`config.mk`:
```
export PLATFORM = sky130hd
export DESIGN_NAME = core_fetch_sched
export DESIGN_NICKNAME = d
export VERILOG_FILES = /design/src/rtl/cpu7_pkg.sv /design/src/rtl/rr_pick.sv /design/src/rtl/core_fetch_sched.sv
export SDC_FILE = /design/constraint.sdc
export NUM_CORES = 1
export LEC_CHECK = 0
export BUFFER_PORTS_ARGS = -buffer_cell sky130_fd_sc_hd__buf_2
export CORE_AREA = 2 2 197 199
export CTS_CLUSTER_DIAMETER = 30
export DETAILED_ROUTE_END_ITERATION = 8
export DIE_AREA = 0 0 199 201
export PLACE_DENSITY = 0.47
export SLEW_MARGIN = 5
export SYNTH_ARGS = -nofsm -noshare
export SYNTH_HDL_FRONTEND = slang
export SYNTH_SLANG_ARGS = --single-unit
```
`constraint.sdc`:
```
create_clock -name clk -period 9 [get_ports clk]
set_input_delay 0.9 -clock clk [delete_from_list [all_inputs] [get_ports clk]]
set_output_delay 0.9 -clock clk [all_outputs]
set_load 0.02 [all_outputs]
```
`src/rtl/cpu7_pkg.sv`:
```
// cpu7_pkg: shared word-tag encoding, tagged-word field helpers and fetch FSM state codes.
package cpu7_pkg;

    // Widest memory word the helpers accept; callers zero-extend into it.
    localparam int MAX_WORD_W = 64;

    typedef enum logic [1:0] {
        WT_DNL = 2'b00,
        WT_CPU = 2'b01,
        WT_IGN = 2'b10,
        WT_RSV = 2'b11
    } word_tag_t;

    typedef logic [1:0] state_t;

    localparam state_t S_PICK   = 2'd0;
    localparam state_t S_WAIT   = 2'd1;
    localparam state_t S_DECODE = 2'd2;

    // Tag sits directly above the pw-bit payload.
    function automatic word_tag_t tag_of(input logic [MAX_WORD_W-1:0] w, input int pw);
        return word_tag_t'(w[pw +: 2]);
    endfunction

    function automatic logic [MAX_WORD_W-1:0] payload_of(input logic [MAX_WORD_W-1:0] w, input int pw);
        return w & ((MAX_WORD_W'(1) << pw) - MAX_WORD_W'(1));
    endfunction

endpackage

```
`src/rtl/rr_pick.sv`:
```
// rr_pick: combinational round-robin first-ready search.
//   req   : per-core request (ready) vector
//   last  : index of the most recently granted core; search starts just after it
//   grant : one-hot grant of the chosen core (zero when none)
//   idx   : binary index of the chosen core
//   any   : at least one request is present
module rr_pick #(
    parameter int CORES = 4,
    parameter int IDX_W = 2
) (
    input  logic [CORES-1:0] req,
    input  logic [IDX_W-1:0] last,
    output logic [CORES-1:0] grant,
    output logic [IDX_W-1:0] idx,
    output logic             any
);

    always_comb begin
        idx = '0;
        any = 1'b0;
        for (int i = 1; i <= CORES; i++) begin
            if (!any && req[(int'(last) + i) % CORES]) begin
                any = 1'b1;
                idx = IDX_W'((int'(last) + i) % CORES);
            end
        end
        grant = any ? CORES'(1) << idx : '0;
    end

endmodule

```
`src/rtl/core_fetch_sched.sv`:
```
// core_fetch_sched: round-robin fetch/dispatch engine sharing one program memory across cores.
//   clk, rst_n      : clock, asynchronous active-low reset
//   mem_addr/rd_en  : program memory read port (data arrives on mem_data one cycle later)
//   core_pcp        : packed per-core code pointers, core i at [i*ADDR_W +: ADDR_W]
//   core_ready      : cores able to accept a dispatch (sampled when picking)
//   core_executing  : cores in execute mode (sampled when a literal completes)
//   core_sel        : one-hot served core, held until the next pick
//   pcp_step_en     : pulse per consumed word, served core advances its pcp
//   instr/instr_en  : instruction payload and strobe
//   push_value/en   : assembled literal and strobe
//   err_tag/ovf/orphan : reserved tag, literal overflow, continuation words cut off by an instruction
module core_fetch_sched
    import cpu7_pkg::*;
#(
    parameter int CORES     = 4,
    parameter int ADDR_W    = 28,
    parameter int PAYLOAD_W = 14,
    parameter int ACCUM_W   = 56
) (
    input  logic                    clk,
    input  logic                    rst_n,
    output logic [ADDR_W-1:0]       mem_addr,
    output logic                    mem_rd_en,
    input  logic [PAYLOAD_W+1:0]    mem_data,
    input  logic [CORES*ADDR_W-1:0] core_pcp,
    input  logic [CORES-1:0]        core_ready,
    input  logic [CORES-1:0]        core_executing,
    output logic [CORES-1:0]        core_sel,
    output logic                    pcp_step_en,
    output logic [PAYLOAD_W-1:0]    instr,
    output logic                    instr_en,
    output logic [ACCUM_W-1:0]      push_value,
    output logic                    push_en,
    output logic                    err_tag,
    output logic                    err_ovf,
    output logic                    err_orphan
);

    localparam int MAX_CHUNKS = ACCUM_W / PAYLOAD_W;
    localparam int IDX_W      = CORES > 1 ? $clog2(CORES) : 1;
    localparam int CH_W       = $clog2(MAX_CHUNKS + 1);

    state_t             state;
    logic [IDX_W-1:0]   last;
    logic [IDX_W-1:0]   pick_idx;
    logic [CORES-1:0]   grant;
    logic               any;
    logic [CH_W-1:0]    chunk;
    logic [ACCUM_W-1:0] acc;
    logic [ACCUM_W-1:0] merged;
    logic [PAYLOAD_W-1:0] pay;
    logic               room;
    word_tag_t          tag;

    assign tag    = tag_of(MAX_WORD_W'(mem_data), PAYLOAD_W);
    assign pay    = PAYLOAD_W'(payload_of(MAX_WORD_W'(mem_data), PAYLOAD_W));
    assign room   = chunk < CH_W'(MAX_CHUNKS);
    assign merged = acc | (ACCUM_W'(pay) << (int'(chunk) * PAYLOAD_W));

    rr_pick #(.CORES(CORES), .IDX_W(IDX_W)) u_pick (
        .req   (core_ready),
        .last  (last),
        .grant (grant),
        .idx   (pick_idx),
        .any   (any)
    );

    // `last` doubles as the served-core index while a service is in flight.
    always_ff @(posedge clk or negedge rst_n) begin
        if (!rst_n) begin
            state       <= S_PICK;
            last        <= IDX_W'(CORES - 1);
            chunk       <= '0;
            acc         <= '0;
            mem_addr    <= '0;
            mem_rd_en   <= 1'b0;
            core_sel    <= '0;
            pcp_step_en <= 1'b0;
            instr       <= '0;
            instr_en    <= 1'b0;
            push_value  <= '0;
            push_en     <= 1'b0;
            err_tag     <= 1'b0;
            err_ovf     <= 1'b0;
            err_orphan  <= 1'b0;
        end else begin
            mem_rd_en   <= 1'b0;
            pcp_step_en <= 1'b0;
            instr_en    <= 1'b0;
            push_en     <= 1'b0;
            err_tag     <= 1'b0;
            err_ovf     <= 1'b0;
            err_orphan  <= 1'b0;
            case (state)
                S_PICK: if (any) begin
                    core_sel  <= grant;
                    mem_addr  <= core_pcp[int'(pick_idx) * ADDR_W +: ADDR_W];
                    mem_rd_en <= 1'b1;
                    chunk     <= '0;
                    acc       <= '0;
                    last      <= pick_idx;
                    state     <= S_WAIT;
                end
                S_WAIT: state <= S_DECODE;
                S_DECODE: begin
                    pcp_step_en <= 1'b1;
                    state       <= S_PICK;
                    case (tag)
                        WT_DNL: begin
                            // Overflowing chunks are dropped but the stream is still consumed.
                            if (room) begin
                                acc   <= merged;
                                chunk <= chunk + CH_W'(1);
                            end
                            err_ovf   <= !room;
                            mem_addr  <= mem_addr + ADDR_W'(1);
                            mem_rd_en <= 1'b1;
                            state     <= S_WAIT;
                        end
                        WT_CPU: begin
                            instr      <= pay;
                            instr_en   <= 1'b1;
                            err_orphan <= chunk != '0;
                        end
                        WT_IGN: begin
                            err_ovf <= !room;
                            if (core_executing[last]) begin
                                push_value <= room ? merged : acc;
                                push_en    <= 1'b1;
                            end
                        end
                        default: err_tag <= 1'b1;
                    endcase
                end
                default: state <= S_PICK;
            endcase
        end
    end

endmodule

```
==> key figures <==
STA
  – Slew @ Worst Pin: 1.24 ns
  – Unrepaired setup endpoints after global routing: no
  – Worst Skew: 0.0138 ns
  – Final hold violations: 0
  – Final setup fails: 0
  – Setup TNS: 0 ns
  – Hold Slack: 0.473 ns
  – Fin crit period: 4.69 ns
  – Fin. max-slew vios: 0
  – Fin crit share: 52.1%
  – Fmax: 213 MHz
  – Slew HR: 16.9%

Synth
  – Syn Area/Cell: 9.53 µm²
  – Syn. warnings: 0
  – XOR/XNOR Fraction of Synth Area: 0.282%
  – Compound-Gate Fraction of Synth Area: 25.6%
  – Post-Synth Simple-Gate Area: 15.0%
  – Mux cell area share after synthesis: 6.63%
  – Cell variety after synth: 72
  – Register bit count reported by yosys: 172
  – Largest family of logic cells by synthesized area: compound AO/OA/AOI/OAI gates
  – Share of Yosys cell area claimed by the top area cell type: 45.6%
  – Asr flop ratio synth: 100%
  – Yosys top cell by area: dfrtp_1
  – Sequential share of the synthesized area: 46.2%
  – Mapped Nets: 1,126
  – Synthesized cell area: 9320 µm²
  – Cell count after synthesis: 978
  – Adder-cell share of the synthesized area: 1.58%
  – Main area contributors after synthesis: dfrtp_1, a21oi_1, o21ai_0
  – Post-synth EDFFs: 0
  – Predominant post-synthesis flop cell: dfrtp_1

Floorplan
  – Starting Density: 24.5%
  – # rows: 72
  – Die W: 199 µm
  – Die Y: 201 µm
  – Core Area: 38,100 µm²
  – Total die area: 40,000 µm²
  – Ports: 247

Power and ir drop
  – Sequential Power Share: 31.7%
  – Max VDD drop: 0.117 mV
  – Sw frac: 45.8%
  – Clock share of power: 21.7%
  – Int Pwr: 2040 µW
  – Comb pwr share: 46.6%
  – Pwr dens: 326 nW/µm²
  – Leak Pwr: 0.00523 µW
  – Sw Pwr: 1730 µW

Detailed routing
  – 1st-pass router iterations: 5
  – Vias: 8,427
  – Antenna viol nets, final: 0
  – DR iter-0 viols: 461
  – DR vias/cell: 4.94
  – Total Wirelength: 32.7 mm
  – WL/cell: 19.2 µm
  – DRC violations left: 0

Min path
  – Hold Path Origin: push_value[42]
  – Worst min path class: reg2reg
  – Min-Delay Path Depth: 2
  – Hold EP: push_value[42]

Global routing
  – First-pass GRT wire length: 50.7 mm
  – Total congestion overflow: 0
  – Antenna violations before repair: 0
  – Largest net degree at the start of global routing: 105
  – Total GRT Usage: 16.6%
  – Number of global-route vias before repair: 8,287

CTS
  – H-tree depth: 4
  – CTS resizes: 0
  – Clock root cell: clkbuf_16
  – CTS tree: built
  – CTS clk-pin slew, worst paths: 0.07 ns
  – Bufs on Longest Clock Path: 2
  – Clock sink count: 172
  – Worst skew pair latency: 0.45 ns
  – Postcts setup bufs: 0
  – Hold_buf cts: 0
  – CTS Buf Count: 17

Place
  – GP Congestion: 0.866
  – Buffers added on ports: 246
  – DP HPWL: 24.2 mm

Critical path
  – Worst Path Max Fanout: 23
  – Startpoint types: flop
  – Worst Path Buf+Inv: 4
  – Crit path DAT: 5.05 ns
  – FF-to-FF End: acc[38]
  – Reg-to-reg slack, setup: 4.31 ns
  – Largest delay share family, worst path: adder cells
  – Critical Path End Type: flop
  – Crit path required time: 9.36 ns
  – CP most frequent cell: inv_1
  – Worst r2r src: chunk[0]
  – FF-to-FF path depth: 11
  – Crit-path cells: inv_2, fa_1, inv_1, ha_1, inv_1, fa_1, inv_1, nor4_1, and2_1, a32oi_1, o21ai_0
  – Critical path class: reg2reg
  – Largest stage delay on the critical path: 0.95 ns
  – Worst path slowest cell: dfrtp_1

Layout
  – Final net count: 1,322
  – Ratio of cells with drive above 1 in the final layout: 28.7%
  – FILL cells: 4,039
  – ANT cells: 0
  – Area grow syn2layout: 24.0%

Flow run
  – Max-cap violations: 0

Outcome
  – Status: finished clean
registers in the layout, summed over array words and instances, names as in the netlist, 2 cells and up:
register,cells
last,2
mem_addr,28
instr,14
core_sel,4
acc,56
push_value,56
state,2
chunk,3
synth_stat cells (all sizes together) (5+ instances only):
library cell and number:
buf 36, nor2b 8, clkbuf 41, mux2i 13, a221o 8, a21boi 22
inv 17, nand2 91, a211oi 11, mux4 7, o22ai 7, a22oi 7
dfrtp 170, mux2 29, and3 31, nor2 71, a31oi 15, o21ai 93
nand3 20, and2 11, ha 7, a32oi 5, and4 8, nand4 9
a21oi 99, nor4 8, a221oi 30, nor3 13, a22o 31
worst reg2reg max path: cells and delay by family (launching register included):
| family | cells | cell delay [ns] |
|---|---|---|
| flops | 1 | 0.95 |
| simple gates | 2 | 1.10 |
| compound gates | 2 | 0.50 |
| buf+inv | 4 | 0.67 |
| fa+ha+maj | 3 | 1.38 |
layout make-up:
class                           instances  area (µm²)  area share [%]
Clock inverter                         14         198            1.71
Multi-Input combinational cell        710        4600            39.8
Sequential cell                       172        4310            37.3
Inverter                               19        71.3           0.617
Tap cell                              518         648            5.61
Clock buffer                           18         439            3.80
Timing Repair Buffer                  254        1300            11.2
power by group through the flow:
stage          registers [µW]  logic (µW)  clock network [µW]
2_1_floorplan            1360         992                   0
6_report                 1200        1760                 817
3_5_place_dp             1210        1780                   0
3_3_place_gp             1210        1780                   0
5_1_grt                  1240        1930                 872
4_1_cts                  1200        1790                 841
layer usage:
metal | track usage (%) | wire length (µm)
met5 | 0 | 0
met1 | 21.2 | 14100
met4 | 4.29 | 502
met3 | 3.98 | 1910
met2 | 28.1 | 16200
through the flow:
stage          worst slack (ns)  instance area, µm²  power, µW  utilization [%]  instances
5_1_grt                    3.87               11600       4040             30.3       1705
6_report                   4.31               11600       3770             30.3       1705
3_3_place_gp               4.47               10900       2990             28.7       1673
4_1_cts                    4.33               11600       3830             30.3       1705
3_5_place_dp               4.38               10900       2990             28.7       1673
2_1_floorplan              5.49                9320       2350                -        978
kinds of logic after synthesis:
kind of cell             after synthesis
adder cells (fa/ha/maj)               10
multiplexers                          49
flip-flops                           172
buffers and inverters                 96
AO/OA/AOI/OAI                        363
XOR/XNOR                               3
AND/OR/NAND/NOR                      285
layout by cell type, fill, tap and decap left out, types with 17 or more instances in the layout:
cell type  netlist  layout
nor2_1          70      70
o21ai_0         91      91
clkbuf_16        0      17
a21oi_1         98      98
mux2_2          29      29
nand2_1         91      90
a22o_1          31      31
dfrtp_1        170     170
a221oi_1        29      28
and3_1          31      31
nand3_1         20      19
buf_2           24     245
a21boi_0        22      22
worst max path at each step:
stage | from | cells after the start | to | slack (ns)
2_1_floorplan | chunk[0] | 16 | acc[38] | 5.49
3_3_place_gp | chunk[0] | 11 | acc[38] | 4.47
3_5_place_dp | chunk[0] | 11 | acc[38] | 4.38
4_1_cts | chunk[0] | 11 | acc[38] | 4.33
5_1_grt | chunk[0] | 11 | acc[38] | 3.87
6_report | chunk[0] | 11 | acc[38] | 4.31
(Power assumes the default switching activity.)
